--- src/rtl/disp_page_sequencer.sv ---
// disp_page_sequencer
//
// Selects one of CHANNELS {hi, lo} field pairs coming from the CPU debug taps
// and presents it as a registered display word for the seven-segment driver.
// Pages advance on a rising edge of the debounced button. In auto mode they
// also advance when a dwell timer expires. While freeze is high, the picture,
// the page and the timer all hold.
//
// Parameters
//   CHANNELS       number of display pages (2 or more)
//   FIELD_W        width of one half-field
//   TICKS_PER_PAGE auto-mode dwell per page in clk cycles (2 or more)
//   SEL_W          derived page index width (not overridable)
//
// Ports
//   clk          system clock, rising edge
//   rst          synchronous active-high reset
//   ch_hi        flattened high fields, channel k at [k*FIELD_W +: FIELD_W]
//   ch_lo        flattened low fields, same layout
//   mode         0 = manual (button only), 1 = auto (timer or button)
//   next_btn     synchronised, debounced button level
//   freeze       holds disp_data, page and the dwell timer while high
//   disp_data    registered {ch_hi[page], ch_lo[page]}
//   page         current page index
//   page_strobe  one-cycle pulse in the cycle after page changes

module disp_page_sequencer #(
   parameter int CHANNELS       = 4,
   parameter int FIELD_W        = 8,
   parameter int TICKS_PER_PAGE = 50000000,
   localparam int SEL_W         = $clog2(CHANNELS)
) (
   input  logic                        clk,
   input  logic                        rst,
   input  logic [CHANNELS*FIELD_W-1:0] ch_hi,
   input  logic [CHANNELS*FIELD_W-1:0] ch_lo,
   input  logic                        mode,
   input  logic                        next_btn,
   input  logic                        freeze,
   output logic [2*FIELD_W-1:0]        disp_data,
   output logic [SEL_W-1:0]            page,
   output logic                        page_strobe
);

   localparam int CNT_W = $clog2(TICKS_PER_PAGE);
   localparam logic [CNT_W-1:0] CNT_LAST  = CNT_W'(TICKS_PER_PAGE - 1);
   localparam logic [SEL_W-1:0] PAGE_LAST = SEL_W'(CHANNELS - 1);

   logic [CNT_W-1:0]   cnt;
   logic [CNT_W-1:0]   cnt_next;
   logic               btn_prev;
   logic               mode_prev;
   logic               btn_edge;
   logic               tick;
   logic               adv;
   logic [SEL_W-1:0]   page_next;
   logic [FIELD_W-1:0] sel_hi;
   logic [FIELD_W-1:0] sel_lo;

   // Channel mux driven by the registered page, so a new page is visible on
   // disp_data one cycle after the page register itself changes.
   always_comb begin
      sel_hi = '0;
      sel_lo = '0;
      for (int k = 0; k < CHANNELS; k++) begin
         if (page == SEL_W'(k)) begin
            sel_hi = ch_hi[k*FIELD_W +: FIELD_W];
            sel_lo = ch_lo[k*FIELD_W +: FIELD_W];
         end
      end
   end

   // Advance decision. A timer tick and a button edge in the same cycle merge
   // into one advance. Freeze masks both, so an edge seen during freeze is
   // lost rather than deferred.
   always_comb begin
      btn_edge = next_btn & ~btn_prev;
      tick     = mode & (cnt == CNT_LAST);
      adv      = ~freeze & (btn_edge | tick);
      page_next = page;
      if (adv) begin
         page_next = (page == PAGE_LAST) ? '0 : page + SEL_W'(1);
      end
   end

   // Dwell counter. A mode change always restarts the dwell, even during
   // freeze. In manual mode the counter is parked at zero so that switching
   // to auto gives a full first dwell.
   always_comb begin
      cnt_next = cnt;
      if (mode != mode_prev) begin
         cnt_next = '0;
      end else if (freeze) begin
         cnt_next = cnt;
      end else if (adv || !mode) begin
         cnt_next = '0;
      end else begin
         cnt_next = cnt + CNT_W'(1);
      end
   end

   // State registers. btn_prev resets high so that a button held through
   // reset is not seen as a fresh press. It tracks the button even during
   // freeze, which is what discards presses made while frozen.
   always_ff @(posedge clk) begin
      if (rst) begin
         page        <= '0;
         cnt         <= '0;
         btn_prev    <= 1'b1;
         mode_prev   <= 1'b0;
         disp_data   <= '0;
         page_strobe <= 1'b0;
      end else begin
         page        <= page_next;
         cnt         <= cnt_next;
         btn_prev    <= next_btn;
         mode_prev   <= mode;
         page_strobe <= adv;
         if (!freeze) begin
            disp_data <= {sel_hi, sel_lo};
         end
      end
   end

endmodule
--- config.mk ---
export PLATFORM = sky130hd
export DESIGN_NAME = disp_page_sequencer
export DESIGN_NICKNAME = d
export VERILOG_FILES = /design/src/rtl/disp_page_sequencer.sv
export SDC_FILE = /design/constraint.sdc
export NUM_CORES = 1
export LEC_CHECK = 0
export ABC_AREA = 0
export CAP_MARGIN = 20
export CELL_PAD_IN_SITES_DETAIL_PLACEMENT = 0
export CELL_PAD_IN_SITES_GLOBAL_PLACEMENT = 1
export CORE_AREA = 2 2 76 107
export DETAILED_ROUTE_END_ITERATION = 6
export DIE_AREA = 0 0 78 109
export GPL_TIMING_DRIVEN = 0
export PLACE_DENSITY = 0.88
export RECOVER_POWER = 100
export SYNTH_ARGS = -nofsm -noshare
export SYNTH_HDL_FRONTEND = slang
export SYNTH_SLANG_ARGS = --single-unit
--- constraint.sdc ---
create_clock -name clk -period 3.88 [get_ports clk]
set_input_delay 0.776 -clock clk [delete_from_list [all_inputs] [get_ports clk]]
set_output_delay 0.776 -clock clk [all_outputs]
set_load 0.005 [all_outputs]
# [Yosys cells after proc, flatten, opt, wreduce, memory -nomap -nowiden]
# Index checks and enable logic that the tools add are counted.
[classes] add_sub_neg=2 eq_ne=5 muxes=10 bitwise_logic=6 n_reduce_logical=4
[ops] op="8-bit two-way mux" count=8
[ops] op="26-bit by 1-bit adder with 26-bit output, second input constant" count=1
[ops] op="26-bit equality test, second input constant" count=1
[ops] op="26-bit two-way mux" count=1
[ops] op="2-bit equality test, second input constant" count=2
[ops] op="1-bit AND" count=3
[ops] op="2-bit by 1-bit adder with 2-bit output, second input constant" count=1
[ops] op="2-bit by 1-bit equality test with 1-bit output, second input constant" count=1
[ops] op="2-bit zero test" count=1
[ops] op="2-bit two-way mux" count=1
[ops] op="1-bit NOT" count=2
[ops] op="2-bit OR reduction" count=1
[ops] op="1-bit zero test" count=1
[ops] op="1-bit logical OR" count=1
[ops] op="1-bit != test" count=1
[ops] op="1-bit bitwise OR" count=1
[word_totals] ff_bits=47 elab_cells=33

# [Longest topological paths before layout]
[depth] depth_word=6 depth_mapped=8 ltp_nobuf=6

# [Least setup slack after synthesis]
# Ideal clock, no wire load.
[synth_timing] path_type="in2reg" from="input port freeze" to="register page[0]" setup_ns=0.121 t_arrival_ns=2.005 path_slack_ns=1.753 path_stages=4 n_path_buf=0 cell_sequence="nand3b_1 -> or4_1 -> o21ba_2 -> mux2_4"
[synth_via] elab_chain_cells=2
[synth_lines] element="from (decl)" line_no="39" text="input logic freeze,"
[synth_lines] element="1-bit NOT" line_no="79" text="adv = ~freeze & (btn_edge | tick);"
[synth_lines] element="1-bit AND" line_no="79"
[synth_lines] element="to (signal assigned)" line_no="114" text="page <= page_next;"
[synth_lines] element="to (decl)" line_no="41" text="output logic [SEL_W-1:0] page,"
# No other way between the ends.
# A chain may end at the register's enable or synchronous reset.

# [Worst setup path after layout]
[layout_timing] from="input port freeze" to="register cnt[21]"
[layout_via] elab_chain_cells=4
[layout_lines] element="1-bit NOT" line_no="79"
[layout_lines] element="1-bit AND" line_no="79"
[layout_lines] element="1-bit logical OR" line_no="95" text="end else if (adv || !mode) begin"
[layout_lines] element="26-bit two-way mux" line_no="95"
[layout_lines] element="to (signal assigned)" line_no="115" text="cnt <= cnt_next;"
[layout_lines] element="to (decl)" line_no="49" text="logic [CNT_W-1:0] cnt;"
# Several ways; a longest one is shown, not always the timed one.

==> impl_metrics.sql <==
INSERT INTO impl_metrics (metric_group, metric, value, unit) VALUES
('clocking', 'clock-sinks', '47', ''),
('logic_synthesis', 'syn_area', '0.00266', 'mm2'),
('placed_design', 'hpwl', '6280', 'um'),
('clocking', 'clock_insertion_delay_worst_skew', '0.31', 'ns'),
('die', 'floorplan.rows', '38', ''),
('power', 'power_density', '281', 'mW/mm2'),
('global_routing', 'grt_max_degree', '16', ''),
('placed_design', 'dpl-instance-area', '0.00365', 'mm2'),
('die', 'start_util', '0.349', ''),
('clocking', 'root_buffer', 'sky130_fd_sc_hd__clkbuf_8', ''),
('clocking', 'clock_transition_time_at_the_flip_flop_clock_pins_of_the_worst_setup_and_hold_paths', '0.09', 'ns'),
('setup_path', 'timing.critical_path.max_delay_family', 'simple AND/OR/NAND/NOR gates', ''),
('die', 'placeableCoreArea', '0.00761', 'mm2'),
('route', 'number_of_design_rule_violations_left_by_the_first_detailed_router_iteration', '91', ''),
('die', 'dieHeight', '109', 'um'),
('route', 'detail_route.wl_per_cell', '16.0', 'um'),
('status', 'status', 'finished, final reports clean', ''),
('placed_design', 'placer_congestion', '0.859', ''),
('power', 'p_clk_frac', '0.346', ''),
('hold_path', 'hold_class', 'flop to flop', ''),
('setup_path', 'critical_path_buf_inv_count', '2', ''),
('route', 'final_antenna_net_count', '0', ''),
('setup_path', 'endpoint_kind', 'flop', ''),
('logic_synthesis', 'yosysWarnings', '0', ''),
('clocking', 'cts_tree', 'yes', ''),
('logic_synthesis', 'synthesis.area_per_instance', '8.48', 'um2'),
('logic_synthesis', 'post_synth_inst_count', '313', ''),
('logic_synthesis', 'synth_enable_flop_cells', '0', ''),
('layout', 'design_area', '0.00375', 'mm2'),
('setup_path', 'worst_ep_required_time', '4.04', 'ns'),
('timing', 'timing.max_slew.rel_slack', '0.456', ''),
('power', 'vdd_ir_drop_max', '232', 'uV'),
('clocking', 'cts.repair_timing.setup_buffer_count', '0', ''),
('setup_path', 'worstSetupPathType', 'primary input to flop', ''),
('logic_synthesis', 'ys.flop_type', 'sky130_fd_sc_hd__dfxtp_1', ''),
('power', 'power_report.internal_total', '0.805', 'mW'),
('timing', 'clock_skew', '0.0121', 'ns'),
('setup_path', 'critical_path.max_stage_delay', '0.71', 'ns'),
('timing', 'rsz0062_at_grt', 'false', ''),
('timing', 'worst_pin_slew', '0.809', 'ns'),
('clocking', 'post_cts_resize_count', '0', ''),
('route', 'drt-vias-per-instance', '5.37', ''),
('global_routing', 'grt_usage', '0.193', ''),
('clocking', 'h-tree-depth', '2', ''),
('timing', 'fmaxAchievable', '335', 'MHz'),
('global_routing', 'grt_antenna_before_repair', '0', ''),
('setup_path', 'critPathLaunch', 'freeze', ''),
('die', 'io-pin-count', '88', ''),
('setup_path', 'cell_at_the_slowest_stage_of_the_critical_path', 'sky130_fd_sc_hd__nor3_1', ''),
('timing', 'final.period_utilization', '0.770', ''),
('power', 'power.combinational.fraction', '0.175', ''),
('route', 'drc', '0', ''),
('power', 'leakagePower', '1.41', 'nW'),
('clocking', 'clk_path_buf_depth', '2', ''),
('die', 'design.die.area', '0.00850', 'mm2'),
('placed_design', 'port_buffer_count', '87', ''),
('logic_synthesis', 'ys_async_sr_fraction', '0', ''),
('setup_path', 'worst-endpoint-arrival', '3.15', 'ns'),
('power', 'power.share.sequential', '0.479', ''),
('layout', 'syn2layout_area_growth', '41.2', '%'),
('clocking', 'cts_hold_buffers', '0', ''),
('logic_synthesis', 'yosysUniqueCellTypes', '49', ''),
('setup_path', 'critPathMaxFanout', '10', ''),
('setup_path', 'startpoint_type', 'primary input', ''),
('layout', 'post_route_cells_drive_above_1_share', '0.0417', ''),
('global_routing', 'grt_first_pass_wirelength', '13100', 'um'),
('logic_synthesis', 'postSynthRegisterBits', '47', ''),
('global_routing', 'grt-ovfl-total', '0', ''),
('route', 'drt-pass1-iter-count', '4', ''),
('power', 'power.net_switching', '0.248', 'mW'),
('global_routing', 'vias_in_the_first_global_route', '2748', '');
[flip-flops by register name, indices dropped and copies added (netlist names)]
signal       count
btn_prev         1
cnt             26
page_strobe      1
page             2
mode_prev        1
disp_data       16
[cells in the final DEF, fill, tap and decap left out, types with 6 or more instances in the layout]
cell type	count
sky130_fd_sc_hd__clkdlybuf4s50_1	66
sky130_fd_sc_hd__dfxtp_1	47
sky130_fd_sc_hd__inv_1	35
sky130_fd_sc_hd__a221oi_1	30
sky130_fd_sc_hd__clkbuf_1	21
sky130_fd_sc_hd__dlygate4sd3_1	21
sky130_fd_sc_hd__a21oi_1	19
sky130_fd_sc_hd__a211o_1	15
sky130_fd_sc_hd__nand2_1	12
sky130_fd_sc_hd__nor3_1	12
sky130_fd_sc_hd__nor2_1	11
sky130_fd_sc_hd__a211oi_1	9
sky130_fd_sc_hd__o21ai_0	9
sky130_fd_sc_hd__nand3_1	8
sky130_fd_sc_hd__nand4_1	8
sky130_fd_sc_hd__or3_1	8
sky130_fd_sc_hd__xnor2_1	6
sky130_fd_sc_hd__xor2_1	6
[worst min-delay path: cells and delay by family (launching register included)]
family                 cells  cell delay, ns
buffers and inverters      1            0.04
AOI/OAI and AO/OA          1            0.06
DFF                        1            0.31
[through the flow]
stage | utilization | hold slack (ns) | setup WS, ns | total power [mW] | std cells
6_report | 0.493 | 0.468 | 0.891 | 1.05 | 508
5_1_grt | 0.493 | 0.498 | 0.753 | 1.11 | 508
3_3_place_gp | 0.480 | 0.459 | 1.08 | 0.705 | 500
2_1_floorplan | - | 0.465 | 1.75 | 0.589 | 313
4_1_cts | 0.495 | 0.474 | 1.38 | 1.08 | 508
3_5_place_dp | 0.480 | 0.461 | 1.05 | 0.707 | 500
[cells in the mapped netlist, types with 4 or more instances]
cell	count	area share
sky130_fd_sc_hd__dfxtp_1	47	0.35
sky130_fd_sc_hd__or3_1	8	0.019
sky130_fd_sc_hd__buf_2	4	0.0075
sky130_fd_sc_hd__a21oi_1	19	0.036
sky130_fd_sc_hd__nand3_1	8	0.015
sky130_fd_sc_hd__inv_1	35	0.049
sky130_fd_sc_hd__a211o_1	15	0.049
sky130_fd_sc_hd__xor2_1	6	0.020
sky130_fd_sc_hd__nor2b_1	5	0.012
sky130_fd_sc_hd__a211oi_1	9	0.025
sky130_fd_sc_hd__ha_1	5	0.024
sky130_fd_sc_hd__nor2_1	11	0.016
sky130_fd_sc_hd__or4_1	5	0.014
sky130_fd_sc_hd__nor3_1	11	0.021
sky130_fd_sc_hd__clkbuf_1	17	0.024
sky130_fd_sc_hd__o21ai_0	9	0.017
sky130_fd_sc_hd__xnor2_1	6	0.020
sky130_fd_sc_hd__nand2_1	11	0.016
sky130_fd_sc_hd__nand4_1	8	0.019
sky130_fd_sc_hd__a221oi_1	30	0.099
[final cells by class]
cell class                 count  area, um2
buffer                        23       95.1
clock buffer                   5       68.8
clock inverter                 3       43.8
fill                         740       3860
inverter                      35        131
multi-input combinational    208       1470
sequential                    47        941
tap                          100        125
timing repair buffer          87        871
[power by group through the flow]
stage | Sequential (mW) | Clock (mW) | Combinational [mW]
global placement | 0.517 | 0 | 0.188
finish | 0.505 | 0.365 | 0.184
detailed placement | 0.517 | 0 | 0.190
global route | 0.507 | 0.399 | 0.201
floorplan | 0.518 | 0 | 0.0705
CTS | 0.506 | 0.378 | 0.191
[cell families after synthesis]
kind of cell / Yosys count / share of synthesized area
AO/OA/AOI/OAI: 95 / 0.267
AND/OR/NAND/NOR: 93 / 0.215
buffers and inverters: 58 / 0.0867
flip-flops: 47 / 0.354
XOR/XNOR: 12 / 0.0396
adder cells (fa/ha/maj): 5 / 0.0236
multiplexers: 3 / 0.0132
[path summary, 6_finish.rpt]
kind	to	slack, ns	depth (start not counted)
hold reg to reg	disp_data[2]$_SDFFE_PP0N_	0.47	2
setup / recovery	cnt[21]$_SDFFE_PP0N_	0.89	6
setup reg to reg	cnt[21]$_SDFFE_PP0N_	1.41	6
hold / removal	disp_data[2]$_SDFFE_PP0N_	0.47	2
[layer usage]
| layer | up-vias | wire length [um] | part of all wire | GRT usage |
|---|---|---|---|---|
| met5 | - | 0 | 0 | 0 |
| met4 | 0 | 136 | 0.017 | 0.0614 |
| met3 | 11 | 542 | 0.067 | 0.0480 |
| met2 | 99 | 3920 | 0.48 | 0.353 |
| met1 | 1261 | 3510 | 0.43 | 0.221 |
| li1 | 1356 | - | - | - |
Note: power is estimated with default switching activity, not from simulation.
